File: src/rtl/rate_div_pkg.sv
// Shared types and default reload constants for the rate divider family.
// Reload values assume a 50 MHz clock.
package rate_div_pkg;

  typedef enum logic {
    ST_IDLE = 1'b0,
    ST_RUN  = 1'b1
  } state_t;

  localparam int RL_FAST   = 0;
  localparam int RL_QTR_S  = 12499999;
  localparam int RL_HALF_S = 24999999;
  localparam int RL_1S     = 49999999;

endpackage

File: src/rtl/tick_down_counter.sv
// Loadable down counter; load wins over decrement.
// Stops at zero so the owner decides when to reload.
module tick_down_counter #(
  parameter int CNT_W = 28
) (
  input  logic             clk,
  input  logic             rst,
  input  logic             load,
  input  logic [CNT_W-1:0] load_val,
  input  logic             en,
  output logic             zero
);

  logic [CNT_W-1:0] count_q;
  logic [CNT_W-1:0] count_d;

  always_comb begin
    count_d = count_q;
    if (load) begin
      count_d = load_val;
    end else if (en && (count_q != '0)) begin
      count_d = count_q - 1'b1;
    end
  end

  always_ff @(posedge clk) begin
    if (rst) begin
      count_q <= '0;
    end else begin
      count_q <= count_d;
    end
  end

  assign zero = (count_q == '0);

endmodule

File: src/rtl/multi_rate_pulse_gen.sv
// Run-time selectable periodic / one-shot pulse generator.
// Emits a one-cycle PULSE every R+1 enabled clocks.
module multi_rate_pulse_gen
  import rate_div_pkg::*;
#(
  parameter int CNT_W     = 28,
  parameter int NUM_RATES = 4,
  parameter int SEL_W     = 2,
  parameter int TICK_W    = 8,
  parameter logic [NUM_RATES*CNT_W-1:0] RELOADS = {
    CNT_W'(RL_1S),
    CNT_W'(RL_HALF_S),
    CNT_W'(RL_QTR_S),
    CNT_W'(RL_FAST)
  }
) (
  input  logic              CLOCK_50,
  input  logic              RESET,
  input  logic [SEL_W-1:0]  RATE,
  input  logic              MODE,
  input  logic              START,
  input  logic              STOP,
  input  logic              ENABLE,
  output logic              PULSE,
  output logic              BUSY,
  output logic [TICK_W-1:0] TICK_COUNT
);

  localparam int N_SEL = 2 ** SEL_W;

  state_t              state_q, state_d;
  logic [SEL_W-1:0]    rate_q, rate_d;
  logic                pulse_q, pulse_d;
  logic                busy_q, busy_d;
  logic [TICK_W-1:0]   tick_q, tick_d;

  logic                load;
  logic [CNT_W-1:0]    load_val;
  logic                cnt_en;
  logic                zero;

  // Out-of-range selects fold onto rate 0.
  logic [CNT_W-1:0] rl_tbl [N_SEL];

  for (genvar i = 0; i < N_SEL; i++) begin : g_rl
    if (i < NUM_RATES) begin : g_v
      assign rl_tbl[i] = RELOADS[i*CNT_W +: CNT_W];
    end else begin : g_d
      assign rl_tbl[i] = RELOADS[0 +: CNT_W];
    end
  end

  tick_down_counter #(
    .CNT_W(CNT_W)
  ) u_cnt (
    .clk      (CLOCK_50),
    .rst      (RESET),
    .load     (load),
    .load_val (load_val),
    .en       (cnt_en),
    .zero     (zero)
  );

  always_comb begin
    state_d  = state_q;
    rate_d   = rate_q;
    pulse_d  = 1'b0;
    tick_d   = tick_q;
    load     = 1'b0;
    load_val = rl_tbl[rate_q];
    cnt_en   = 1'b0;
    unique case (state_q)
      ST_IDLE: begin
        if (START) begin
          state_d  = ST_RUN;
          load     = 1'b1;
          load_val = rl_tbl[RATE];
          rate_d   = RATE;
          tick_d   = '0;
        end
      end
      ST_RUN: begin
        if (STOP) begin
          state_d  = ST_IDLE;
          load     = 1'b1;
          load_val = '0;
        end else if (START) begin
          load     = 1'b1;
          load_val = rl_tbl[RATE];
          rate_d   = RATE;
          tick_d   = '0;
        end else if (RATE != rate_q) begin
          load     = 1'b1;
          load_val = rl_tbl[RATE];
          rate_d   = RATE;
        end else if (ENABLE && zero) begin
          pulse_d  = 1'b1;
          tick_d   = tick_q + 1'b1;
          load     = 1'b1;
          if (MODE) begin
            state_d = ST_IDLE;
          end
        end else if (ENABLE) begin
          cnt_en   = 1'b1;
        end
      end
      default: state_d = ST_IDLE;
    endcase
    busy_d = (state_d == ST_RUN);
  end

  always_ff @(posedge CLOCK_50) begin
    if (RESET) begin
      state_q <= ST_IDLE;
      rate_q  <= '0;
      pulse_q <= 1'b0;
      busy_q  <= 1'b0;
      tick_q  <= '0;
    end else begin
      state_q <= state_d;
      rate_q  <= rate_d;
      pulse_q <= pulse_d;
      busy_q  <= busy_d;
      tick_q  <= tick_d;
    end
  end

  assign PULSE      = pulse_q;
  assign BUSY       = busy_q;
  assign TICK_COUNT = tick_q;

endmodule

File: config.mk
export PLATFORM = sky130hd
export DESIGN_NAME = multi_rate_pulse_gen
export DESIGN_NICKNAME = d
export VERILOG_FILES = /design/src/rtl/rate_div_pkg.sv /design/src/rtl/tick_down_counter.sv /design/src/rtl/multi_rate_pulse_gen.sv
export SDC_FILE = /design/constraint.sdc
export NUM_CORES = 1
export LEC_CHECK = 0
export ABC_AREA = 1
export BUFFER_PORTS_ARGS = -buffer_cell sky130_fd_sc_hd__buf_4
export CORE_MARGIN = 5
export CORE_UTILIZATION = 56
export DETAILED_ROUTE_END_ITERATION = 12
export PLACE_DENSITY_LB_ADDON = 0.08
export SYNTH_ARGS = -nofsm -noshare
export SYNTH_HDL_FRONTEND = slang
export SYNTH_SLANG_ARGS = --single-unit
File: constraint.sdc
create_clock -name CLOCK_50 -period 1.75 [get_ports CLOCK_50]
set_input_delay 0.2625 -clock CLOCK_50 [delete_from_list [all_inputs] [get_ports CLOCK_50]]
set_output_delay 0.2625 -clock CLOCK_50 [all_outputs]
set_load 0.02 [all_outputs]
==> metrics.cfg, run 1 <==
[floorplan]
die_y_um=85.48
start_util=0.5794
ios=18
fp-row-count=27
dieArea_um2=7307
die_w_um=85.48
design.core.area_um2=5507

[routing]
vias=3655
ant_nets=0
viasPerCell=5.463
wl_per_cell_um=13.99
drtIter0Drc=276
routed_wl_mm=9.360
drc=1
drtPass1Iterations=9

[timing]
finClkSkew_ns=0.007311
tightestPinTransition_ns=0.3595
setup_viol=15
period_share=1.019
min_period_ns=1.784
setup_slack_ns=-0.03403
whs_ns=0.2400
setup_tns_ns=-0.2633
slew_headroom=0.7595
fmax_mhz=560.5
drv_slew=0
finalHoldViolCount=0
rsz0062_at_grt=true

[clocking]
cts_inserted_buffers=5
h-tree-depth=2
clockBufferDepth=2
clock_latency_ns=0.30
clock-sinks=40
cts.reportedPaths.clkPinSlew_ns=0.09
cts_hold_buf=0
clockRootBuffer=clkbuf_8
cts_tree=built

[grt]
grt_max_degree=25
antenna_found_initial=0
track_usage=0.2529
grt_overflow_total=0
grt_pass1_wl_mm=15.18
grt_pass1_vias=3412

[placed_design]
gp_routability_congestion=0.9760
post-place-ws_ns=-0.08885
dp_cells=652
io_buffer_count=17
dp_hpwl_mm=6.623
post_dp_cell_area_um2=3646

[synthesis]
yosysMostFrequentCell=nand2_1
syn_inst=539
yosysWarnings=0
ys_top_cells_by_count=154 x nand2_1, 110 x nor2_1, 63 x nand3_1, 55 x inv_1, 40 x dfxtp_1
yosysTopAreaCell=dfxtp_1
synth_seq_cells=40
synth.distinct_cells=31
async_reset_ff_frac=0
syn_nets=558
ys_top_cells_by_area=dfxtp_1 25%, nand2_1 18%, nor2_1 13%
ys.flop_type=dfxtp_1
syn_area_um2=3191
syn_avg_cell_area_um2=5.919
synth.top_cell.area_share=0.2510
synth_edf_count=0
ys_seq_area_frac=0.2510

[setup_path]
rrSetupSlack_ns=-0.03
arrival_ns=1.99
crit_type=reg -> reg
worstReg2RegStart=u_cnt.count_q[0]$_SDFFE_PP0P_
path_max_fanout=4
rr_worst_depth=12
r2r-end=u_cnt.count_q[22]$_SDFFE_PP0P_
start_kind=register
worstPathRequired_ns=1.95
end_kind=register

[final_layout]
final_net_count=615
drive_above_1_share=0.2211
fillerInstances=475
antenna_cells=0
fin_util=0.7310
multi_input_area_um2=2190
seq_area_um2=803.3
area_growth_pct=26.16
instances_no_fill=669
final_cell_area_um2=4025

[power]
p_total_mw=3.125
p_comb_frac=0.409
powerDensity_nw_per_um2=776.5
p_seq_frac=0.336
ir_drop_v=0.0005490
switching_power_mw=1.208
p_sw_frac=0.3864
pwr-share-clk=0.255
p_int_mw=1.918
power_leakage_nw=2.006

[job]
cap_viol_max_count=0

[run_status]
violations=design-rule violations, negative setup slack
run_status=finished, violations left

[hold_path]
holdCritPathClass=in -> reg
min_to=TICK_COUNT[5]$_SDFFE_PP0P_
hold_path_depth=2
holdCritStartpoint=RESET

-- cell type report --
type / count / share of cell area
sequential: 40 / 0.1996
timing repair buffer: 68 / 0.1498
clock inverter: 3 / 0.01057
inverter: 60 / 0.05657
clock buffer: 5 / 0.01710
tap: 72 / 0.02238
multi-input combinational: 421 / 0.5440
-- worst max-delay path by stage --
stage | startpoint | to | cells past startpoint
after floorplan | u_cnt.count_q[0]$_SDFFE_PP0P_ | u_cnt.count_q[0]$_SDFFE_PP0P_ | 15
after global placement | u_cnt.count_q[0]$_SDFFE_PP0P_ | u_cnt.count_q[18]$_SDFFE_PP0P_ | 14
after detailed placement | u_cnt.count_q[0]$_SDFFE_PP0P_ | u_cnt.count_q[0]$_SDFFE_PP0P_ | 14
after CTS | rate_q[1]$_SDFFE_PP0P_ | u_cnt.count_q[11]$_SDFFE_PP0P_ | 11
after global routing | u_cnt.count_q[0]$_SDFFE_PP0P_ | u_cnt.count_q[13]$_SDFFE_PP0P_ | 14
final | u_cnt.count_q[0]$_SDFFE_PP0P_ | u_cnt.count_q[22]$_SDFFE_PP0P_ | 12
-- repair_timing --
item	4_1_cts	5_1_grt
cloned	1	2
gates resized for setup	6	43
pin swaps	7	14
buffers inserted	5	2
endpoints found under the setup margin	23	37
-- power by group through the flow --
stage | combinational, mW | clock (mW) | sequential (mW)
2_1_floorplan | 0.772 | 0 | 1.06
3_3_place_gp | 1.11 | 0 | 1.06
3_5_place_dp | 1.14 | 0 | 1.06
4_1_cts | 1.18 | 0.799 | 1.04
5_1_grt | 1.42 | 0.841 | 1.06
6_report | 1.28 | 0.798 | 1.05
-- cell usage in the layout, fill, tap and decap left out, types with 10 or more instances in the layout --
cell type,count
nand2_1,145
nor2_1,97
buf_4,59
nand3_1,56
inv_1,51
dfxtp_1,38
xor2_1,22
nor2_2,13
nand4_1,11
a21oi_1,11
nand2_2,10
ha_1,10
-- layer usage --
metal	part of all wire	vias to the layer above	routed length [um]	track usage
met5	0	-	0	0
met4	0.030	0	277	0.09353
met3	0.054	31	510	0.03786
met2	0.49	133	4627	0.4576
met1	0.42	1677	3944	0.2987
li1	-	1814	-	-
-- critical path, cell delays in order (launching register included) --
cell     delay, ns
dfxtp_2       0.32
inv_2         0.07
buf_4         0.13
ha_1          0.16
nand2_1       0.09
buf_4         0.14
nor2_1        0.20
nand3_1       0.13
xor2_1        0.17
nand2_2       0.07
nand2_1       0.06
nor2_1        0.10
nor2_1        0.04
-- cells by family (layout without fill, tap and decap cells) --
group | Yosys count | in the layout | share of synthesized area
fa+ha+maj | 11 | 11 | 0.04314
xor+xnor | 23 | 23 | 0.06549
flops | 40 | 40 | 0.2510
compound gates | 32 | 32 | 0.05726
simple gates | 355 | 355 | 0.4741
buf+inv | 78 | 136 | 0.1090
-- state kept, by name, indices dropped and copies added (netlist names) --
signal         count
u_cnt.count_q     28
TICK_COUNT         8
BUSY               1
rate_q             2
PULSE              1
Power figures use the tool's default switching activity.
==> run 2: changes to the inputs <==
Settings changed: CELL_PAD_IN_SITES_DETAIL_PLACEMENT from default to 2, CELL_PAD_IN_SITES_GLOBAL_PLACEMENT from default to 2, CORE_UTILIZATION 56 to 30.
==> metrics.cfg, run 2 (same netlist as run 1, synthesis figures left out) <==
[grt]
met1_usage=0.2665  ; was 0.2987
grt_max_degree=27  ; was 25
gr-usage-met3=0.03048  ; was 0.03786
grt_pass1_wl_mm=22.58  ; was 15.18 mm
grt_overflow_total=0  ; unchanged
grt_busiest_layer=met2  ; unchanged
antenna_found_initial=0  ; unchanged
grt_pass1_vias=4382  ; was 3,412
track_usage=0.2213  ; was 0.2529
grtUsageMet2=0.4056  ; was 0.4576

[clocking]
clockBufferDepth=2  ; unchanged
cts.reportedPaths.clkPinSlew_ns=0.10  ; was 0.09 ns
clock-sinks=40  ; unchanged
cts_inserted_buffers=5  ; unchanged
cts_hold_buf=0  ; unchanged
cts_tree=built  ; unchanged
clockRootBuffer=clkbuf_8  ; unchanged
clock_latency_ns=0.33  ; was 0.30 ns
h-tree-depth=2  ; unchanged

[placed_design]
dp_cells=750  ; was 652
io_buffer_count=17  ; unchanged
dp_hpwl_mm=9.541  ; was 6.623 mm
gp_routability_congestion=0.8736  ; was 0.9760

[setup_path]
worstPathRequired_ns=2.00  ; was 1.95 ns
end_kind=register  ; unchanged
crit_type=reg -> reg  ; unchanged
path_max_fanout=5  ; was 4
worstReg2RegStart=u_cnt.count_q[4]$_SDFFE_PP0P_  ; was u_cnt.count_q[0]$_SDFFE_PP0P_
start_kind=register  ; unchanged
arrival_ns=2.41  ; was 1.99 ns
crit_start=u_cnt.count_q[4]$_SDFFE_PP0P_  ; was u_cnt.count_q[0]$_SDFFE_PP0P_

[timing]
setup_slack_ns=-0.4075  ; was -0.03403 ns
min_period_ns=2.158  ; was 1.784 ns
rsz0062_at_grt=true  ; unchanged
setup_viol=38  ; was 15
period_share=1.233  ; was 1.019
drv_slew=0  ; unchanged
finalHoldViolCount=0  ; unchanged
slew_headroom=0.6896  ; was 0.7595
tightestPinTransition_ns=0.4646  ; was 0.3595 ns
fmax_mhz=463.5  ; was 560.5 MHz
finClkSkew_ns=0.01031  ; was 0.007311 ns

[power]
powerDensity_nw_per_um2=793.2  ; was 776.5 nW/um^2
ir_drop_v=0.0004117  ; was 0.0005490 V
p_total_mw=3.823  ; was 3.125 mW
power_leakage_nw=2.357  ; was 2.006 nW

[final_layout]
seq_area_um2=818.3  ; was 803.3 um^2
area_growth_pct=51.06  ; was 26.16%
drive_above_1_share=0.3632  ; was 0.2211
final_cell_mix=118 x nand2_1, 100 x buf_4, 78 x nor2_1  ; was 145 x nand2_1, 97 x nor2_1, 59 x buf_4
antenna_cells=0  ; unchanged
instances_no_fill=783  ; was 669
fin_util=0.4648  ; was 0.7310
fillerInstances=1251  ; was 475
layout_commonest_cell=nand2_1  ; unchanged
final_net_count=665  ; was 615
largest_reg_flops=28  ; unchanged
multi_input_area_um2=2419  ; was 2190 um^2
top_register=u_cnt.count_q  ; unchanged

[floorplan]
design.core.area_um2=10370  ; was 5507 um^2
die_y_um=113.1  ; was 85.48 um
die_w_um=113.1  ; was 85.48 um
ios=18  ; unchanged
fp-row-count=37  ; was 27
dieArea_um2=12800  ; was 7307 um^2
start_util=0.3077  ; was 0.5794

[hold_path]
holdCritStartpoint=RESET  ; unchanged
holdCritPathClass=in -> reg  ; unchanged

[routing]
drtIter0Drc=162  ; was 276
viasPerCell=5.318  ; was 5.463
drtPass1Iterations=4  ; was 9
ant_nets=0  ; unchanged
wl_per_cell_um=23.91  ; was 13.99 um
drc=0  ; was 1
routed_wl_mm=18.72  ; was 9.360 mm
vias=4164  ; was 3,655

[job]
cap_viol_max_count=0  ; unchanged

[run_status]
violations=negative setup slack  ; was design-rule violations, negative setup slack
run_status=finished, violations left  ; unchanged

run 2: cell count changes in the layout (fill, tap and decap cells not counted), sizes merged:
cell / delta
clkbuf: +4
buf: +46
run 2: timing repair:
action / 4_1_cts / 5_1_grt
setup buffers: 4 / 12
pin swaps: 6 / 34
resized for setup: 38 / 94
hold endpoints to repair: 0 / 0
cloned: 2 / 7
setup endpoints to repair: 34 / 38
run 2: final cells by class:
type                    count  area share
clock buffers               5     0.01428
clock inverters             3    0.008827
inverters                  60     0.04829
multi-input cells         421      0.5018
flip-flops and latches     40      0.1698
well taps                 136     0.03531
repair buffers            118      0.2217
run 2: power by group:
part	internal, mW	switching (mW)	total (mW)
clock	0.424	0.449	0.873
sequential	0.987	0.0709	1.06
combinational	0.732	1.16	1.89
total	2.14	1.68	3.82
run 2: path summary, 6_finish.rpt:
| check | to | slack [ns] | depth (start not counted) |
|---|---|---|---|
| setup / recovery | u_cnt.count_q[11]$_SDFFE_PP0P_ | -0.41 | 13 |
| hold / removal | u_cnt.count_q[7]$_SDFFE_PP0P_ | 0.26 | 2 |
| setup reg to reg | u_cnt.count_q[11]$_SDFFE_PP0P_ | -0.41 | 13 |
| hold reg to reg | TICK_COUNT[5]$_SDFFE_PP0P_ | 0.53 | 2 |
run 2: worst max-delay path, stage by stage (launching register included):
cell and delay [ns]:
dfxtp_1 0.33, buf_4 0.15, nor2_2 0.15, nand2_1 0.11, inv_1 0.07, nand2_1 0.07
nor2_2 0.12, nand2_2 0.09, nand3_4 0.09, inv_4 0.06, a21oi_4 0.38, clkbuf_16 0.26
nor2_2 0.04, nor2_1 0.15
run 2: per-stage QoR:
stage	hold WS (ns)	setup TNS (ns)	setup slack (ns)	instance area (um^2)
6_report	0.2563	-9.158	-0.4075	4820
4_1_cts	0.2326	-1.289	-0.07671	4293
2_1_floorplan	0.3316	0	0.004410	3198
3_3_place_gp	0.4822	-1.213	-0.1394	3981
3_5_place_dp	0.4970	-3.473	-0.2131	3981
5_1_grt	0.2642	-12.07	-0.4994	4820
run 2: routing by layer:
layer / wire [um] / share of wire
met1: 7386 / 0.39
met5: 0 / 0
met4: 949 / 0.051
met2: 9575 / 0.51
met3: 807 / 0.043
==> run 3: changes to the inputs <==
Settings changed: CORE_MARGIN 5 to default.
==> metrics.cfg, run 3 (same netlist as run 1, synthesis figures left out) <==
[floorplan]
dieArea_um2=11050  ; was 12,800 um^2
die_y_um=105.1  ; was 113.1 um
ios=18  ; unchanged
start_util=0.3091  ; was 0.3077
fp-row-count=37  ; unchanged
design.core.area_um2=10320  ; was 10,370 um^2
die_w_um=105.1  ; was 113.1 um

[grt]
grt_overflow_total=0  ; unchanged
track_usage=0.2529  ; was 0.2213
grt_pass1_vias=4305  ; was 4,382
grt_max_degree=20  ; was 27
antenna_found_initial=0  ; unchanged
grt_pass1_wl_mm=21.94  ; was 22.58 mm

[final_layout]
area_growth_pct=48.00  ; was 51.06%
final_net_count=663  ; was 665
drive_above_1_share=0.3643  ; was 0.3632
final_cell_mix=128 x nand2_1, 103 x buf_4, 77 x nor2_1  ; was 118 x nand2_1, 100 x buf_4, 78 x nor2_1
antenna_cells=0  ; unchanged
fin_util=0.4574  ; was 0.4648
top_register=u_cnt.count_q  ; unchanged
fillerInstances=1227  ; was 1,251
layout_commonest_cell=nand2_1  ; unchanged
largest_reg_flops=28  ; unchanged

[clocking]
cts_inserted_buffers=5  ; unchanged
clockBufferDepth=2  ; unchanged
h-tree-depth=2  ; unchanged
cts.reportedPaths.clkPinSlew_ns=0.11  ; was 0.10 ns
clock-sinks=40  ; unchanged
clock_latency_ns=0.34  ; was 0.33 ns
clockRootBuffer=clkbuf_8  ; unchanged
cts_tree=built  ; unchanged
cts_hold_buf=0  ; unchanged

[setup_path]
rr_worst_depth=13  ; unchanged
worstReg2RegStart=u_cnt.count_q[16]$_SDFFE_PP0P_  ; was u_cnt.count_q[4]$_SDFFE_PP0P_
end_kind=register  ; unchanged
rrSetupSlack_ns=-0.40  ; was -0.41 ns
start_kind=register  ; unchanged
path_max_fanout=6  ; was 5
crit_start=u_cnt.count_q[16]$_SDFFE_PP0P_  ; was u_cnt.count_q[4]$_SDFFE_PP0P_
worstPathRequired_ns=1.96  ; was 2.00 ns
crit_type=reg -> reg  ; unchanged
cp-endpoint=u_cnt.count_q[6]$_SDFFE_PP0P_  ; was u_cnt.count_q[11]$_SDFFE_PP0P_
r2r-end=u_cnt.count_q[6]$_SDFFE_PP0P_  ; was u_cnt.count_q[11]$_SDFFE_PP0P_
arrival_ns=2.36  ; was 2.41 ns

[timing]
period_share=1.227  ; was 1.233
rsz0062_at_grt=true  ; unchanged
finClkSkew_ns=0.02096  ; was 0.01031 ns
tightestPinTransition_ns=0.3824  ; was 0.4646 ns
finalHoldViolCount=0  ; unchanged
setup_tns_ns=-7.960  ; was -9.158 ns
fmax_mhz=465.8  ; was 463.5 MHz
setup_slack_ns=-0.3971  ; was -0.4075 ns
whs_ns=0.2026  ; was 0.2563 ns
setup_viol=37  ; was 38
drv_slew=0  ; unchanged
slew_headroom=0.7441  ; was 0.6896
min_period_ns=2.147  ; was 2.158 ns

[routing]
viasPerCell=5.270  ; was 5.318
drc=0  ; unchanged
wl_per_cell_um=22.34  ; was 23.91 um
drtIter0Drc=173  ; was 162
ant_nets=0  ; unchanged
vias=4116  ; was 4,164
drtPass1Iterations=4  ; unchanged
routed_wl_mm=17.45  ; was 18.72 mm

[hold_path]
hold_path_depth=2  ; unchanged
holdCritPathClass=in -> reg  ; unchanged

[run_status]
violations=negative setup slack  ; unchanged
run_status=finished, violations left  ; unchanged

[power]
ir_drop_v=0.0006042  ; was 0.0004117 V
power_leakage_nw=2.288  ; was 2.357 nW
powerDensity_nw_per_um2=805.8  ; was 793.2 nW/um^2
p_total_mw=3.805  ; was 3.823 mW

[placed_design]
dp_hpwl_mm=9.836  ; was 9.541 mm
post-place-ws_ns=-0.1936  ; was -0.2131 ns
gp_routability_congestion=0.8130  ; was 0.8736
io_buffer_count=17  ; unchanged

[job]
cap_viol_max_count=0  ; unchanged

run 3: final cells by class:
cell class	count	area (um^2)	share of cell area
clock buffers	5	68.82	0.01457
well taps	136	170.2	0.03604
clock inverters	3	46.29	0.009804
inverters	60	234.0	0.04955
repair buffers	116	983.4	0.2083
flip-flops and latches	40	817.0	0.1730
multi-input cells	421	2402	0.5087
run 3: layer usage:
| metal | GRT usage | wire length [um] | vias to the layer above |
|---|---|---|---|
| li1 | - | - | 1901 |
| met1 | 0.2922 | 7186 | 2074 |
| met2 | 0.4745 | 9074 | 93 |
| met3 | 0.03556 | 537 | 48 |
| met4 | 0.08149 | 646 | 0 |
| met5 | 0 | 0 | - |
run 3: worst max-delay path, cell delays in order (launching register included):
cell     delay, ns
dfxtp_1       0.36
inv_1         0.08
nand2_1       0.13
nor2_1        0.19
nand2_1       0.11
nor2_2        0.18
nand3_2       0.12
nand2_4       0.15
nand2_8       0.11
buf_4         0.17
nand2_1       0.08
nand2_1       0.09
nor2_1        0.18
nor2_1        0.06
run 3: worst min-delay path by stage:
| stage | from | to | slack, ns |
|---|---|---|---|
| final | RESET | u_cnt.count_q[27]$_SDFFE_PP0P_ | 0.20 |
| after detailed placement | TICK_COUNT[5]$_SDFFE_PP0P_ | TICK_COUNT[5]$_SDFFE_PP0P_ | 0.49 |
| after CTS | RESET | TICK_COUNT[6]$_SDFFE_PP0P_ | 0.19 |
| after global routing | RESET | TICK_COUNT[4]$_SDFFE_PP0P_ | 0.21 |
| after floorplan | RESET | u_cnt.count_q[27]$_SDFFE_PP0P_ | 0.33 |
| after global placement | TICK_COUNT[5]$_SDFFE_PP0P_ | TICK_COUNT[5]$_SDFFE_PP0P_ | 0.49 |
run 3: what timing repair did:
action	4_1_cts	5_1_grt
buffers inserted	6	10
setup endpoints to repair	28	36
cloned	1	1
pin swaps	4	24
resized for setup	40	101
run 3: stage by stage:
| stage | cell area [um^2] | instances |
|---|---|---|
| final | 4722 | 781 |
| after global routing | 4722 | 781 |
| after CTS | 4319 | 771 |
| after detailed placement | 4001 | 756 |
| after global placement | 4001 | 756 |
| after floorplan | 3198 | 539 |
run 3: power by group:
part	internal [mW]	total, mW	switching [mW]
Sequential	0.989	1.06	0.0755
Clock	0.431	0.887	0.456
Combinational	0.722	1.85	1.13
Total	2.14	3.81	1.66
